$ cat src/rtl/rr_mux_arbiter.sv
// -----------------------------------------------------------------------------
// rr_mux_arbiter
//   Round-robin arbiter that shares one data mux among NUM_REQ burst-capable
//   requesters and presents a single valid/ready output port. A grant is held
//   until the burst ends, either on the requester's last beat or after
//   MAX_BURST beats, whichever comes first. At least one idle cycle separates
//   two grants.
//
// Ports
//   clk        in   1                    clock, rising edge
//   rst_n      in   1                    asynchronous reset, active low
//   req_valid  in   NUM_REQ              per-requester beat valid
//   req_last   in   NUM_REQ              per-requester last beat of burst
//   req_data   in   NUM_REQ*DATA_WIDTH   packed data, requester i at [(i+1)*DW-1:i*DW]
//   req_ready  out  NUM_REQ              per-requester beat accepted
//   out_valid  out  1                    output beat valid
//   out_ready  in   1                    downstream ready
//   out_data   out  DATA_WIDTH           data of the granted requester
//   out_last   out  1                    burst end (requester last or forced)
//   out_src    out  IDX_W                index of the granted requester
//   busy       out  1                    high while a grant is held
// -----------------------------------------------------------------------------

// -----------------------------------------------------------------------------
// parametric_mux
//   Selects one DATA_WIDTH word out of NUM_IN packed words.
// Ports
//   i_data  in   NUM_IN*DATA_WIDTH  packed input words
//   i_sel   in   SEL_W              word index
//   o_data  out  DATA_WIDTH         selected word
// -----------------------------------------------------------------------------
module parametric_mux #(
    parameter int DATA_WIDTH = 16,
    parameter int NUM_IN     = 4,
    parameter int SEL_W      = $clog2(NUM_IN)
) (
    input  logic [NUM_IN*DATA_WIDTH-1:0] i_data,
    input  logic [SEL_W-1:0]             i_sel,
    output logic [DATA_WIDTH-1:0]        o_data
);

    // Word select; NUM_IN is a power of two so every i_sel value is a valid word.
    always_comb begin
        o_data = i_data[int'(i_sel)*DATA_WIDTH +: DATA_WIDTH];
    end

endmodule

module rr_mux_arbiter #(
    parameter int DATA_WIDTH = 16,
    parameter int NUM_REQ    = 4,
    parameter int MAX_BURST  = 8
) (
    input  logic                          clk,
    input  logic                          rst_n,
    input  logic [NUM_REQ-1:0]            req_valid,
    input  logic [NUM_REQ-1:0]            req_last,
    input  logic [NUM_REQ*DATA_WIDTH-1:0] req_data,
    output logic [NUM_REQ-1:0]            req_ready,
    output logic                          out_valid,
    input  logic                          out_ready,
    output logic [DATA_WIDTH-1:0]         out_data,
    output logic                          out_last,
    output logic [$clog2(NUM_REQ)-1:0]    out_src,
    output logic                          busy
);

    localparam int IDX_W = $clog2(NUM_REQ);
    localparam int CNT_W = $clog2(MAX_BURST + 1);

    typedef enum logic [0:0] {
        ST_IDLE  = 1'b0,
        ST_GRANT = 1'b1
    } state_t;

    state_t             r_state;
    state_t             w_state_nxt;
    logic [IDX_W-1:0]   r_rr_ptr;
    logic [IDX_W-1:0]   r_grant_idx;
    logic [CNT_W-1:0]   r_beat_cnt;

    logic               w_any_req;
    logic [IDX_W-1:0]   w_winner;
    logic [IDX_W-1:0]   w_cand;
    logic               w_burst_end;
    logic               w_xfer;
    logic               w_forced_last;

    assign w_any_req     = |req_valid;
    assign w_forced_last = (r_beat_cnt == CNT_W'(MAX_BURST - 1));
    // Burst end as seen by the grant logic; only meaningful in GRANT.
    assign w_burst_end   = req_last[r_grant_idx] | w_forced_last;
    assign w_xfer        = (r_state == ST_GRANT) & req_valid[r_grant_idx] & out_ready;

    // Round-robin search: scan from the highest priority distance downwards so
    // the last hit, which wins, is the requester closest to r_rr_ptr.
    always_comb begin
        w_winner = r_rr_ptr;
        w_cand   = r_rr_ptr;
        for (int k = NUM_REQ - 1; k >= 0; k--) begin
            w_cand   = r_rr_ptr + IDX_W'(k);
            w_winner = req_valid[w_cand] ? w_cand : w_winner;
        end
    end

    // Next-state logic for the IDLE/GRANT controller.
    always_comb begin
        w_state_nxt = r_state;
        case (r_state)
            ST_IDLE: begin
                if (w_any_req) begin
                    w_state_nxt = ST_GRANT;
                end else begin
                    w_state_nxt = ST_IDLE;
                end
            end
            ST_GRANT: begin
                if (w_xfer && w_burst_end) begin
                    w_state_nxt = ST_IDLE;
                end else begin
                    w_state_nxt = ST_GRANT;
                end
            end
            default: begin
                w_state_nxt = ST_IDLE;
            end
        endcase
    end

    // Output decode from the registered grant; outputs follow rst_n at once
    // because they depend only on asynchronously reset state.
    always_comb begin
        req_ready = '0;
        out_valid = 1'b0;
        out_last  = 1'b0;
        busy      = 1'b0;
        case (r_state)
            ST_IDLE: begin
                busy = 1'b0;
            end
            ST_GRANT: begin
                busy                   = 1'b1;
                out_valid              = req_valid[r_grant_idx];
                out_last               = w_burst_end;
                req_ready[r_grant_idx] = out_ready;
            end
            default: begin
                busy = 1'b0;
            end
        endcase
    end

    assign out_src = r_grant_idx;

    // Data path: the mux always follows the last grant, also while idle.
    parametric_mux #(
        .DATA_WIDTH (DATA_WIDTH),
        .NUM_IN     (NUM_REQ),
        .SEL_W      (IDX_W)
    ) u_mux (
        .i_data (req_data),
        .i_sel  (r_grant_idx),
        .o_data (out_data)
    );

    // State register.
    always_ff @(posedge clk or negedge rst_n) begin
        if (!rst_n) begin
            r_state <= ST_IDLE;
        end else begin
            r_state <= w_state_nxt;
        end
    end

    // Grant index, beat counter and round-robin pointer.
    always_ff @(posedge clk or negedge rst_n) begin
        if (!rst_n) begin
            r_rr_ptr    <= '0;
            r_grant_idx <= '0;
            r_beat_cnt  <= '0;
        end else begin
            case (r_state)
                ST_IDLE: begin
                    if (w_any_req) begin
                        r_grant_idx <= w_winner;
                        r_beat_cnt  <= '0;
                    end
                end
                ST_GRANT: begin
                    if (w_xfer) begin
                        r_beat_cnt <= r_beat_cnt + CNT_W'(1);
                        // Next search starts just after the requester that
                        // finished; IDX_W-bit arithmetic wraps NUM_REQ-1 -> 0.
                        if (w_burst_end) begin
                            r_rr_ptr <= r_grant_idx + IDX_W'(1);
                        end
                    end
                end
                default: begin
                    r_beat_cnt <= '0;
                end
            endcase
        end
    end

endmodule
$ cat config.mk
export PLATFORM = sky130hd
export DESIGN_NAME = rr_mux_arbiter
export DESIGN_NICKNAME = d
export VERILOG_FILES = /design/src/rtl/rr_mux_arbiter.sv
export SDC_FILE = /design/constraint.sdc
export NUM_CORES = 1
export LEC_CHECK = 0
export BUFFER_PORTS_ARGS = -buffer_cell sky130_fd_sc_hd__clkbuf_2
export CORE_UTILIZATION = 40
export CTS_CLUSTER_SIZE = 20
export DETAILED_ROUTE_END_ITERATION = 7
export PLACE_DENSITY = 0.94
export SYNTH_ARGS = -nofsm -noshare
export SYNTH_HDL_FRONTEND = slang
export SYNTH_HIERARCHICAL = 1
export SYNTH_SLANG_ARGS = --single-unit
export TNS_END_PERCENT = 30
$ cat constraint.sdc
create_clock -name clk -period 4.37 [get_ports clk]
set_input_delay 0.2185 -clock clk [delete_from_list [all_inputs] [get_ports clk]]
set_output_delay 0.2185 -clock clk [all_outputs]
set_load 0.01 [all_outputs]
## After elaboration in Yosys (flattened, before gate mapping)

Index checks and enable logic that the tools add are counted.

| storage, ports and cells | value |
|---|---|
| input bits | 75 |
| bits in registers | 9 |
| output and inout bits | 25 |

| operators by class | value |
|---|---|
| bitwise gates (word level) | 5 |
| order comparisons | 6 |
| muxes and demuxes | 28 |
| $add $sub $neg | 5 |
| shift operators | 1 |
| equality and inequality tests | 3 |
| reductions and logical operators | 6 |

Operator list:

| cell | count |
|---|---|
| $shiftx A64 B7 Y16 | 1 |
| $lt A2 B3 Y1 const B | 5 |
| $bmux W1 S2 | 6 |
| $mux W4 | 3 |
| $mux W1 | 11 |
| $mux W2 | 4 |
| $pmux W4 S2 | 1 |
| $add A2 B1 Y2 const B | 2 |
| $add A2 B2 Y2 const B | 2 |
| $add A4 B1 Y4 const B | 1 |
| $and A4 B4 Y4 | 1 |
| $eq A4 B3 Y1 const B | 1 |
| $pmux W1 S2 | 2 |
| $reduce_and A2 Y1 | 2 |
| $reduce_or A4 Y1 | 1 |
| $reduce_and A3 Y1 | 1 |
| $and A1 B1 Y1 | 2 |
| $demux W1 S2 | 1 |
| $ge A2 B1 Y1 const B | 1 |
| $logic_and A1 B1 Y1 | 2 |
| $ne A2 B1 Y1 const B | 1 |
| $ne A2 B2 Y1 const B | 1 |
| $not A1 Y1 | 1 |
| $or A1 B1 Y1 | 1 |

## Longest topological paths before layout

| logic depth | value |
|---|---|
| depth after elaboration | 7 |
| depth in mapped cells | 4 |
| depth with buffers taken out | 4 |

## Modules after synthesis

The synthesis kept the hierarchy.

Modules (own cells, without submodules):

| module | area an instance (um^2) | sequential area each (um^2) | instances | cells each |
|---|---|---|---|---|
| rr_mux_arbiter | 661.9 | 225.2 | 1 | 62 |
| parametric_mux | 424.2 | 0.0 | 1 | 20 |

## Worst setup path after synthesis

No wires, ideal clock.

| timing path | value |
|---|---|
| path type | register to register |
| start point | register r_grant_idx[0] (netlist: out_src[0]) |
| end point | register r_rr_ptr[1] |
| cell stages (with the launch flop) | 4 |
| setup time | 0.125 ns |
| period minus slack after synthesis | 1.777 ns |
| arrival | 1.652 ns |
| setup slack | 2.593 ns |
| buffers on the path | 0 |
| path through | dfrtp_1 > mux4_2 > o2111ai_4 > mux2_4 |

| between the ends | value |
|---|---|
| word-level cells in the longest chain between the ends | 5 |
| elaborated cells between the ends (all ways) | 9 |
| those cells by class | add/sub (1); mux (4); bitwise (3); reduce/logical (1) |

Ends and longest elaborated chain:

| what | line | source |
|---|---|---|
| from (decl) | 79 | `logic [IDX_W-1:0] r_grant_idx;` |
| from (signal assigned) | 185 | `r_grant_idx <= w_winner;` |
| $bmux W1 S2 | 93 | `assign w_xfer = (r_state == ST_GRANT) & req_valid[r_grant_idx] & out_ready;` |
| $mux W1 (implied by the code) | 93 |  |
| $and A1 B1 Y1 (2 in series) | 93 |  |
| $reduce_and A3 Y1 (no source line) | -- |  |
| to (signal assigned) | 195 | `r_rr_ptr <= r_grant_idx + IDX_W'(1);` |
| to (decl) | 78 | `logic [IDX_W-1:0] r_rr_ptr;` |

Several ways; a longest one is shown, not always the timed one. The select of a mux whose other input is x is not followed.
A chain may end at the register's enable or synchronous reset.

## Worst setup path after layout

| timing path | value |
|---|---|
| start point | register r_grant_idx[1] (netlist: out_src[1]) |
| end point | output out_valid |

| between the ends | value |
|---|---|
| word-level cells in the longest chain between the ends | 3 |

Ends and longest elaborated chain:

| what | line | source |
|---|---|---|
| $bmux W1 S2 | 143 | `out_valid = req_valid[r_grant_idx];` |
| $mux W1 (implied by the code) | 143 |  |
| $mux W1 | 137 | `case (r_state)` |
| to (decl) | 60 | `output logic out_valid,` |

No other way between the ends. The select of a mux whose other input is x is not followed.

==> results.toml <==
[run_status]
status = "completed"

[sta]
rsz0062_at_grt = "no"
fin_tns_setup_ns = 0
post-route-period-util_pct = 55.2
hold_violations = 0
period_minus_slack_ns = 2.41
skew_ns = 0.00501
relSlewSlack_pct = 40.9
drv_slew = 0
worst_pin_slew_ns = 0.887
whs_ns = 0.285
setup_viol = 0
clock.fmax_ghz = 0.415

[power]
p_comb_share_pct = 67.0
vdd_drop_max_mv = 0.355
power_frac_seq_pct = 24.6
pwr-share-clk_pct = 8.4
power_switching_uw = 344
p_int_uw = 455
powerDensity_nw_per_um2 = 494
p_leak_uw = 0.000881
switching_share_pct = 43.0

[detailed_routing]
num_vias = 1185
firstDrtPassIters = 5
drt-total-wl_um = 3330
routed_via_density = 5.59
first_iter_violations = 10
post_drt_wl_per_cell_um = 15.7
remaining_drc_errors = 0
drtAntennaViolNets = 0

[clocking]
cts_sinks = 9
cts_tree = "built"
clk_transition_reported_paths_ns = 0.06
clockBufferDepth = 2
htree_num_levels = 1
cts_buffers = 3
clockRootBuffer = "clkbuf_4"
ctsResizeCount = 0
worstSkewPairLatency_ns = 0.27

[critical_path]
crit_arrival_ns = 2.19
cp_max_fo = 23
required_ns = 4.15
critPathLaunchType = "register"
cp-end-kind = "output pin"
rrSetupSlack_ns = 2.17
crit_type = "reg -> out"

[floorplan]
start_util_pct = 43.1
row_count = 18
core_area_um2 = 2520
die_area_um2 = 2930
die_w_um = 54.1
ios = 100
die-height_um = 54.1

[synthesis]
syn_area_um2 = 1090
synth_xor_area_share_pct = 0
async_flop_share_pct = 100
synth-simple-area-share_pct = 10.7
postSynthAreaPerCell_um2 = 13.2
ys_ff_latch = 9
synth_cell_types = 30
synthFlopType = "dfrtp_1"
ys_seq_area_share_pct = 20.7
yosys_warnings = 6
synthAdderAreaFrac_pct = 5.76
syn_nets = 162
synth_cells = 82
synth_edf_count = 0
synth_compound_area_share_pct = 10.3
synth_top_family_by_area = "multiplexers"
synth_mux_area_share_pct = 46.3

[global_route]
grt-ovfl-total = 0
grt_pass1_wl_um = 4800
grt_max_degree = 24
antenna_found_initial = 0
track_usage_pct = 23.4
grt_pass1_vias = 1177

[job]
maxCapViolations = 0

[layout]
most-common-layout-cells = "clkbuf_2 (99), mux4_2 (12), dfrtp_1 (9)"
syn_to_final_growth_pct = 49.0
n_fill_cell = 219
layout-drive-gt1-share_pct = 64.8
seq_area_um2 = 225
fin_cells = 212
multi_input_area_um2 = 793
final_common_cell = "clkbuf_2"
diodes = 0
fin_util_pct = 64.1
nets = 263

[placed_design]
hpwl_um = 2760
portBuffers = 99
place_congestion = 0.845
dpl.cell_count = 207

[min_path]
min_path_type = "in -> reg"
==> worst max-delay path, cell delays in order (launching register included) <==
cell	delay [ns]
dfrtp_1	0.92
mux4_2	0.69
and2_1	0.19
clkbuf_2	0.12
==> timing repair <==
item / in CTS / in global routing
hold buffers: 1 / 0
buffers inserted: 0 / 0
setup endpoints to repair: 0 / 0
hold endpoints to repair: 9 / 0
==> final timing paths <==
check                                          startpoint                        end  cells after the start
worst min register to register  r_beat_cnt[3]$_DFFE_PN0P_  r_beat_cnt[3]$_DFFE_PN0P_                      1
worst max-delay path               out_src[1]$_DFFE_PN0P_                  out_valid                      3
worst max register to register     out_src[1]$_DFFE_PN0P_    r_rr_ptr[1]$_DFFE_PN0P_                      3
worst min-delay path                         req_valid[3]     out_src[0]$_DFFE_PN0P_                      3
max in group asynchronous                           rst_n    r_rr_ptr[1]$_DFFE_PN0P_                      2
min in group asynchronous                           rst_n  r_beat_cnt[1]$_DFFE_PN0P_                      2
==> cell type report <==
cell class / instances / share of cell area [%]
Multi-Input combinational cell: 62 / 49.0
Timing Repair Buffer: 101 / 31.7
Sequential cell: 9 / 13.9
Tap cell: 30 / 2.32
Clock buffer: 4 / 1.62
Inverter: 6 / 1.39
==> through the flow <==
step | cell area (um^2) | worst slack [ns] | total power, uW
after CTS | 1620 | 1.96 | 807
final | 1620 | 1.96 | 799
after floorplan | 1090 | 2.59 | 576
after global routing | 1620 | 1.88 | 874
after global placement | 1580 | 2.22 | 719
after detailed placement | 1580 | 2.18 | 737
==> synthesized netlist by cell type (all sizes together) (2+ instances only) <==
| cell type | instances | area share [%] |
|---|---|---|
| and3 | 5 | 2.9 |
| buf | 4 | 3.8 |
| dfrtp | 9 | 21 |
| ha | 5 | 5.8 |
| inv | 6 | 2.1 |
| mux2i | 6 | 5.5 |
| mux4 | 18 | 39 |
| nand3 | 2 | 0.92 |
| nor2 | 3 | 1.0 |
| nor3b | 2 | 1.4 |
| o21ai | 5 | 2.3 |
| o31ai | 2 | 1.4 |
==> metal layers <==
| layer | GRT usage [%] | part of all wire [%] | up-vias | wire [um] |
|---|---|---|---|---|
| met5 | 0 | 0 | - | 0 |
| met4 | 6.41 | 1.3 | 0 | 44 |
| met3 | 5.08 | 8.4 | 6 | 281 |
| met2 | 50.2 | 57 | 59 | 1890 |
| met1 | 20.8 | 34 | 573 | 1120 |
| li1 | - | - | 547 | - |
==> flip-flops by register name (all words and copies together), names as in the netlist <==
register / cells
r_beat_cnt: 4
out_src: 2
r_rr_ptr: 2
r_state: 1
==> power by group through the flow <==
| stage | Combinational [uW] | Sequential (uW) | Clock, uW |
|---|---|---|---|
| final | 535 | 197 | 67.3 |
| after global routing | 599 | 202 | 72.8 |
| after CTS | 544 | 194 | 68.7 |
| after detailed placement | 541 | 195 | 0 |
| after global placement | 528 | 191 | 0 |
| after floorplan | 407 | 168 | 0 |
==> cells by family (layout without fill, tap and decap cells) <==
| kind of cell | count (synthesis) | in the layout |
|---|---|---|
| compound gates | 14 | 14 |
| fa+ha+maj | 5 | 5 |
| buf+inv | 11 | 111 |
| flops | 9 | 9 |
| mux | 25 | 25 |
| simple gates | 18 | 18 |
Power figures use the tool's default switching activity.
